===== src/rtl/alu_arbiter_4bit.sv =====
// Two-requester round-robin arbiter in front of one shared 4-bit ripple add/sub unit.
// Optional macro ALU_ARB_OVF_EN adds the registered signed-overflow output ovf.
module alu_arbiter_4bit #(
  parameter bit START_PRIO = 1'b0
) (
  input  logic       clk,
  input  logic       reset,
  input  logic       req0,
  input  logic       req1,
  input  logic [3:0] a0,
  input  logic [3:0] b0,
  input  logic [3:0] a1,
  input  logic [3:0] b1,
  input  logic       sel0,
  input  logic       sel1,
  output logic       gnt0,
  output logic       gnt1,
  output logic       done0,
  output logic       done1,
  output logic [3:0] result,
  output logic       cout,
`ifdef ALU_ARB_OVF_EN
  output logic       ovf,
`endif
  output logic       busy
);

  typedef enum logic [1:0] {IDLE, GRANT, EXEC, DONE} state_t;

  state_t     state, state_nxt;
  logic       winner;
  logic       win_nxt;
  logic       prio;
  logic [3:0] op_a;
  logic [3:0] op_b;
  logic       op_sel;
  logic [3:0] bx;
  logic [4:0] carry;
  logic [3:0] sum;
  logic       sum_ovf;

  always_ff @(posedge clk or posedge reset) begin
    if (reset) state <= IDLE;
    else       state <= state_nxt;
  end

  always_comb begin
    state_nxt = state;
    win_nxt   = (req0 && req1) ? prio : req1;
    case (state)
      IDLE:    if (req0 || req1) state_nxt = GRANT;
      GRANT:   state_nxt = EXEC;
      EXEC:    state_nxt = DONE;
      DONE:    state_nxt = IDLE;
      default: state_nxt = IDLE;
    endcase
  end

  // Shared ripple adder: subtract is A + ~B + 1, so carry-out means "no borrow".
  always_comb begin
    bx       = op_b ^ {4{op_sel}};
    carry    = '0;
    carry[0] = op_sel;
    sum      = '0;
    for (int i = 0; i < 4; i++) begin
      sum[i]     = op_a[i] ^ bx[i] ^ carry[i];
      carry[i+1] = (op_a[i] & bx[i]) | (carry[i] & (op_a[i] ^ bx[i]));
    end
    sum_ovf = (op_a[3] == bx[3]) && (sum[3] != op_a[3]);
  end

  always_ff @(posedge clk or posedge reset) begin
    if (reset) begin
      winner <= 1'b0;
      prio   <= START_PRIO;
      op_a   <= '0;
      op_b   <= '0;
      op_sel <= 1'b0;
      result <= '0;
      cout   <= 1'b0;
`ifdef ALU_ARB_OVF_EN
      ovf    <= 1'b0;
`endif
    end else begin
      case (state)
        IDLE: if (req0 || req1) winner <= win_nxt;
        GRANT: begin
          op_a   <= winner ? a1 : a0;
          op_b   <= winner ? b1 : b0;
          op_sel <= winner ? sel1 : sel0;
        end
        EXEC: begin
          result <= sum;
          cout   <= carry[4];
`ifdef ALU_ARB_OVF_EN
          ovf    <= sum_ovf;
`endif
        end
        DONE: prio <= ~winner;
        default: ;
      endcase
    end
  end

`ifndef ALU_ARB_OVF_EN
  logic unused_ovf;
  assign unused_ovf = sum_ovf;
`endif

  assign gnt0  = (state == GRANT) && !winner;
  assign gnt1  = (state == GRANT) &&  winner;
  assign done0 = (state == DONE)  && !winner;
  assign done1 = (state == DONE)  &&  winner;
  assign busy  = (state != IDLE);

endmodule


===== config.mk =====
export PLATFORM = sky130hd
export DESIGN_NAME = alu_arbiter_4bit
export DESIGN_NICKNAME = d
export VERILOG_FILES = /design/src/rtl/alu_arbiter_4bit.sv
export SDC_FILE = /design/constraint.sdc
export NUM_CORES = 1
export LEC_CHECK = 0
export ABC_AREA = 1
export ABC_CLOCK_PERIOD_IN_PS = 3000
export CAP_MARGIN = 20
export CORE_MARGIN = 5
export CORE_UTILIZATION = 64
export CTS_BUF_LIST = sky130_fd_sc_hd__clkbuf_4 sky130_fd_sc_hd__clkbuf_8
export DETAILED_ROUTE_END_ITERATION = 8
export DONT_BUFFER_PORTS = 1
export GPL_TIMING_DRIVEN = 0
export PLACE_DENSITY = 0.8
export SLEW_MARGIN = 20
export SYNTH_ARGS = -nofsm -noshare
export SYNTH_HDL_FRONTEND = slang
export SYNTH_SLANG_ARGS = --single-unit
export TNS_END_PERCENT = 100

===== constraint.sdc =====
create_clock -name clk -period 3 [get_ports clk]
set_clock_uncertainty 0.05 [all_clocks]
set_input_delay 0.6 -clock clk [delete_from_list [all_inputs] [get_ports clk]]
set_output_delay 0.6 -clock clk [all_outputs]
set_load 0.005 [all_outputs]

## After elaboration in Yosys (flattened, before gate mapping)

Cells that the tools add are included.

| word-level totals | value |
|---|---|
| flip-flop bits (word level) | 18 |
| input port bits | 22 |
| output and inout port bits | 10 |
| logic and storage cells | 50 |

| operators by class | value |
|---|---|
| equality and inequality tests | 4 |
| mux-type cells | 6 |
| bitwise operators | 22 |
| reduce and logical (&&, ||, !) cells | 10 |

Operators with widths:

| kind | number |
|---|---|
| $and 1x1->1 | 8 |
| $mux 4 | 2 |
| $pmux 2 s4 | 1 |
| $xor 1x1->1 | 8 |
| $logic_and 1x1->1 | 5 |
| $eq 2x2->1 const B | 2 |
| $or 1x1->1 | 4 |
| $xor 4x4->4 | 1 |
| $eq 2x1->1 const B | 1 |
| $logic_not 2->1 | 1 |
| $mux 1 | 2 |
| $mux 2 | 1 |
| $ne 2x2->1 const B | 1 |
| $reduce_and 2->1 | 1 |
| $reduce_bool 2->1 | 1 |
| $logic_not 1->1 | 1 |
| $logic_or 1x1->1 | 1 |
| $not 1->1 | 1 |

## Longest topological paths before layout

| logic depth | value |
|---|---|
| depth in word-level cells | 10 |
| mapped depth | 9 |
| depth with buffers taken out | 9 |

## Worst setup path after synthesis

No wires, ideal clock.

| path | value |
|---|---|
| path kind | register to register |
| start point | register op_sel |
| end point | register result[3] |
| library setup time | 0.116 ns |
| data arrival time | 1.902 ns |
| required time | 2.834 ns |
| slack | 0.932 ns |
| stages on the path, launching flop included | 8 |
| buffers on the path | 0 |
| period minus slack after synthesis | 2.068 ns |
| cells stage by stage | dfrtp_1 xnor2_1 fa_1 fa_1 inv_1 fa_1 nand2_1 nand2_1 |

| between the ends | value |
|---|---|
| word-level cells in the longest chain between the ends | 9 |
| elaborated cells between the ends (all ways) | 15 |
| classes of those cells | bitwise: 15 |

Ends and longest elaborated chain:

| item | line | source |
|---|---|---|
| start: declaration | 36 | `logic op_sel;` |
| start signal: assignment | 90 | `op_sel <= winner ? sel1 : sel0;` |
| $xor 4x4->4 | 61 | `bx = op_b ^ {4{op_sel}};` |
| $xor 1x1->1 | 67 | `carry[i+1] = (op_a[i] & bx[i]) \| (carry[i] & (op_a[i] ^ bx[i]));` |
| $and 1x1->1 | 67 |  |
| $or 1x1->1 | 67 |  |
| $and 1x1->1 | 67 |  |
| $or 1x1->1 | 67 |  |
| $and 1x1->1 | 67 |  |
| $or 1x1->1 | 67 |  |
| $xor 1x1->1 * | 66 | `sum[i] = op_a[i] ^ bx[i] ^ carry[i];` |
| named net sum[3] | 39 | `logic [3:0] sum;` |
| end signal: assignment | 93 | `result <= sum;` |
| end: declaration | 20 | `output logic [3:0] result,` |

Mark *: on every way through the listed nets, which the timed path passes. The rest lies on a longest branch.
A chain may end at the register's enable or synchronous reset.

## Worst setup path in the final report

Same ends and word-level chain as after synthesis.

==> results.txt <==
----------------------------------------------------
[Worst setup path]
  Most repeated library cell on the critical path ... fa_1
  Critical path fanouts, max ... 5
  CP max-delay cell ... dfrtp_1
  Crit end category ... register
  Critical setup path kind ... register to register
  CP Launch Type ... register
  Largest stage delay, worst path ... approximately 0.45 ns
  Data required time of the worst path ... 3.15 ns
  List of cells traversed by the critical path ... xnor2_1 > fa_1 > fa_1 > inv_1 > fa_1 > nand2_1 > nand2_1
  Data arrival at the endpoint of the critical path ... 2.29 ns

[STA]
  Worst Hold Margin ... ~0.22 ns
  Maximum clock frequency ... 467 MHz
  Final setup violation count ... 0
  Headroom to the max-slew limit ... 56.3%
  Post-layout min period ... 2.14 ns
  Final period utilization ... 71.4%
  Final-report max-slew violation count ... 0
  Final Hold Vio Count ... 0
  Transition time of the tightest slew-check pin ... between 0.6 and 0.7 ns
  Setup repair after global routing missed its margin ... no
  Setup Total Neg Slack ... 0 ns

[Drt]
  Routed length per placed instance ... 12.4 um
  Number of routed nets with antenna violations ... 0
  DRT Wirelength ... 1670 um
  Via density ... 5.19
  Number of vias in the routed layout ... about 700
  Violation count after the first detailed-routing iteration ... 15
  Number of detailed-routing iterations run before antenna repair ... 3
  DRC errors left ... 0

[Clock tree]
  Count of hold buffers inserted by post-cts repair ... 0
  Number of gates given a new drive strength after cts ... 0
  Post-CTS clock slew at the launch and capture registers of the worst setup and hold paths ... 0.10 ns
  Cts bufs inserted ... 3
  CTS tree ... yes
  Clock tree buffer depth ... 2
  Sink Count ... 18
  Number of buffers inserted to repair setup after CTS ... 0
  Number of levels the H-tree was split into ... 1
  Clk Latency, worst-skew pair ... ~0.29 ns
  Root buffer cell ... clkbuf_4

[Outcome]
  Status ... completed

[Synthesis]
  Count of mapped cells out of synthesis ... between 100 and 150
  Total of warnings raised by yosys ... 0
  Syn_area_per_cell ... 8.62 um^2
  Synthesized net count ... 145
  Number of unique standard cell types used by synthesis ... 17
  Part of the Yosys area used for sequential elements ... 45.1%
  Synth area leader ... dfrtp_1
  Dominant cells by area after synthesis ... dfrtp_1 45%, nand2_1 19%, nand3_2 9.0%
  Mapped Area ... 1000 um^2
  Yosys top cell area share ... 45.1%
  Number of storage elements in the synthesis netlist ... 18

[Layout]
  Ratio of cells with drive above 1 in the final layout ... 13.4%
  Non-Filler Cell Area, Final ... 1040 um^2
  Leading cell type in the layout, fill and taps excluded ... nand2_1
  Post-layout utilization of the core ... 70.0%
  Number of nets in the layout ... 150
  Area growth, synth to finish ... 4.26%
  Commonest non-fill, non-tap cells in the layout ... 50 x nand2_1, 18 x dfrtp_1, 15 x inv_1
  Number of inserted diodes ... 0

[Placement]
  Number of I/O port buffers ... 0
  Placed Instance Area ... 1020 um^2
  RD Place Congestion ... 0.769
  Placed wire-length estimate after detailed placement ... ~1300 um

[Floorplan]
  # IOs ... 32
  Vert. Die Dim ... 49.5 um
  Area of the core region ... 1490 um^2
  Initial Utilization ... 67.1%
  Core Rows ... 14
  Die X-Extent ... 49.5 um
  Floorplan die area ... between 2000 and 2500 um^2

[Power and ir drop]
  Maximum vdd ir drop ... around 0.00055 V
  Pwr per Cell Area ... around 1100 nW/um^2
  Register share of total power ... 40.8%
  Power Internal ... 0.647 mW
  Comb pwr share ... 49.2%
  Cell leakage power ... 0.578 nW
  Share of total power consumed by net switching ... 43.7%
  Clock Power Share ... 10.0%
  Switching Power ... 0.502 mW

[Hold path]
  Worst hold path type ... primary input to async pin

[Job]
  Maximum Capacitance Violations ... 0

[Global route]
  Maximum number of pins on one net before global-route repair ... 19
  Vias in the first global route ... approximately 720
  Antenna violations before repair ... 0
  Leftover overflow at the end of global routing ... 0
  Global-route usage over all layers ... 15.6%
  First-pass GRT wire length ... 3020 um

----------------------------------------------------
## critical path: cells and delay by family, from the launching register on
kind,cells,cell delay (ns)
flip-flops,1,0.45
adder cells (fa/ha/maj),3,1.18
buffers and inverters,1,0.07
XOR/XNOR,1,0.17
AND/OR/NAND/NOR,2,0.12
## area by class of cell
| cell class | count | area [um^2] |
|---|---|---|
| clock buffers | 3 | 22.5 |
| inverters | 17 | 66.3 |
| well taps | 16 | 20.0 |
| fillers | 125 | 447 |
| flip-flops and latches | 18 | 450 |
| multi-input cells | 81 | 483 |
## final timing paths
check                      startpoint   endpoint  slack, ns  cells after the start
hold reg to reg               op_a[2]    op_a[2]       0.46                      2
min in group clk                a0[2]    op_a[2]       0.38                      2
setup reg to reg               op_sel  result[3]       0.86                      7
hold / removal                  reset  result[3]       0.22                      1
max in group asynchronous       reset    op_b[0]       2.25                      1
setup / recovery               op_sel  result[3]       0.86                      7
## power groups by stage
stage                     Sequential [mW]  Combinational [mW]  Clock [mW]
after floorplan                     0.451               0.481           0
after global placement              0.471               0.553           0
after detailed placement            0.476               0.576           0
after CTS                           0.471               0.581       0.117
after global routing                0.487               0.677       0.138
final                               0.469               0.565       0.115
## layer usage
layer  GRT usage [%]  up-vias  share of wire (%)
met4            5.24        0                1.1
met1            19.5      316                 43
met3            3.61        2                7.1
li1                -      362                  -
met2            26.3       21                 49
met5               0        -                  0
## registers in the layout, summed over array words and instances, names as in the netlist
signal,count
op_a,4
op_b,4
result,4
state,2
cout,1
op_sel,1
prio,1
winner,1
## Yosys cell counts, drive strengths merged
cell    n
xnor2   2
nand4   2
a21oi   1
nor2    2
nand3  11
o21ai   4
nand2  51
inv    17
xor2    1
dfrtp  18
ha      4
fa      3
## cells by family after synthesis
logic type	synth area share, %
buffers and inverters	6.63
adders and majority gates	11.0
DFF	45.1
and+or+nand+nor	32.2
AOI/OAI and AO/OA	2.50
xor gates and xnor gates	2.63
## stage by stage
stage	cells	total power, mW	worst slack [ns]
3_3_place_gp	132	1.02	0.867
6_report	135	1.15	0.859
4_1_cts	135	1.17	0.849
5_1_grt	135	1.30	0.758
2_1_floorplan	116	0.932	0.932
3_5_place_dp	132	1.05	0.854
Note: power is estimated with default switching activity, not from simulation.
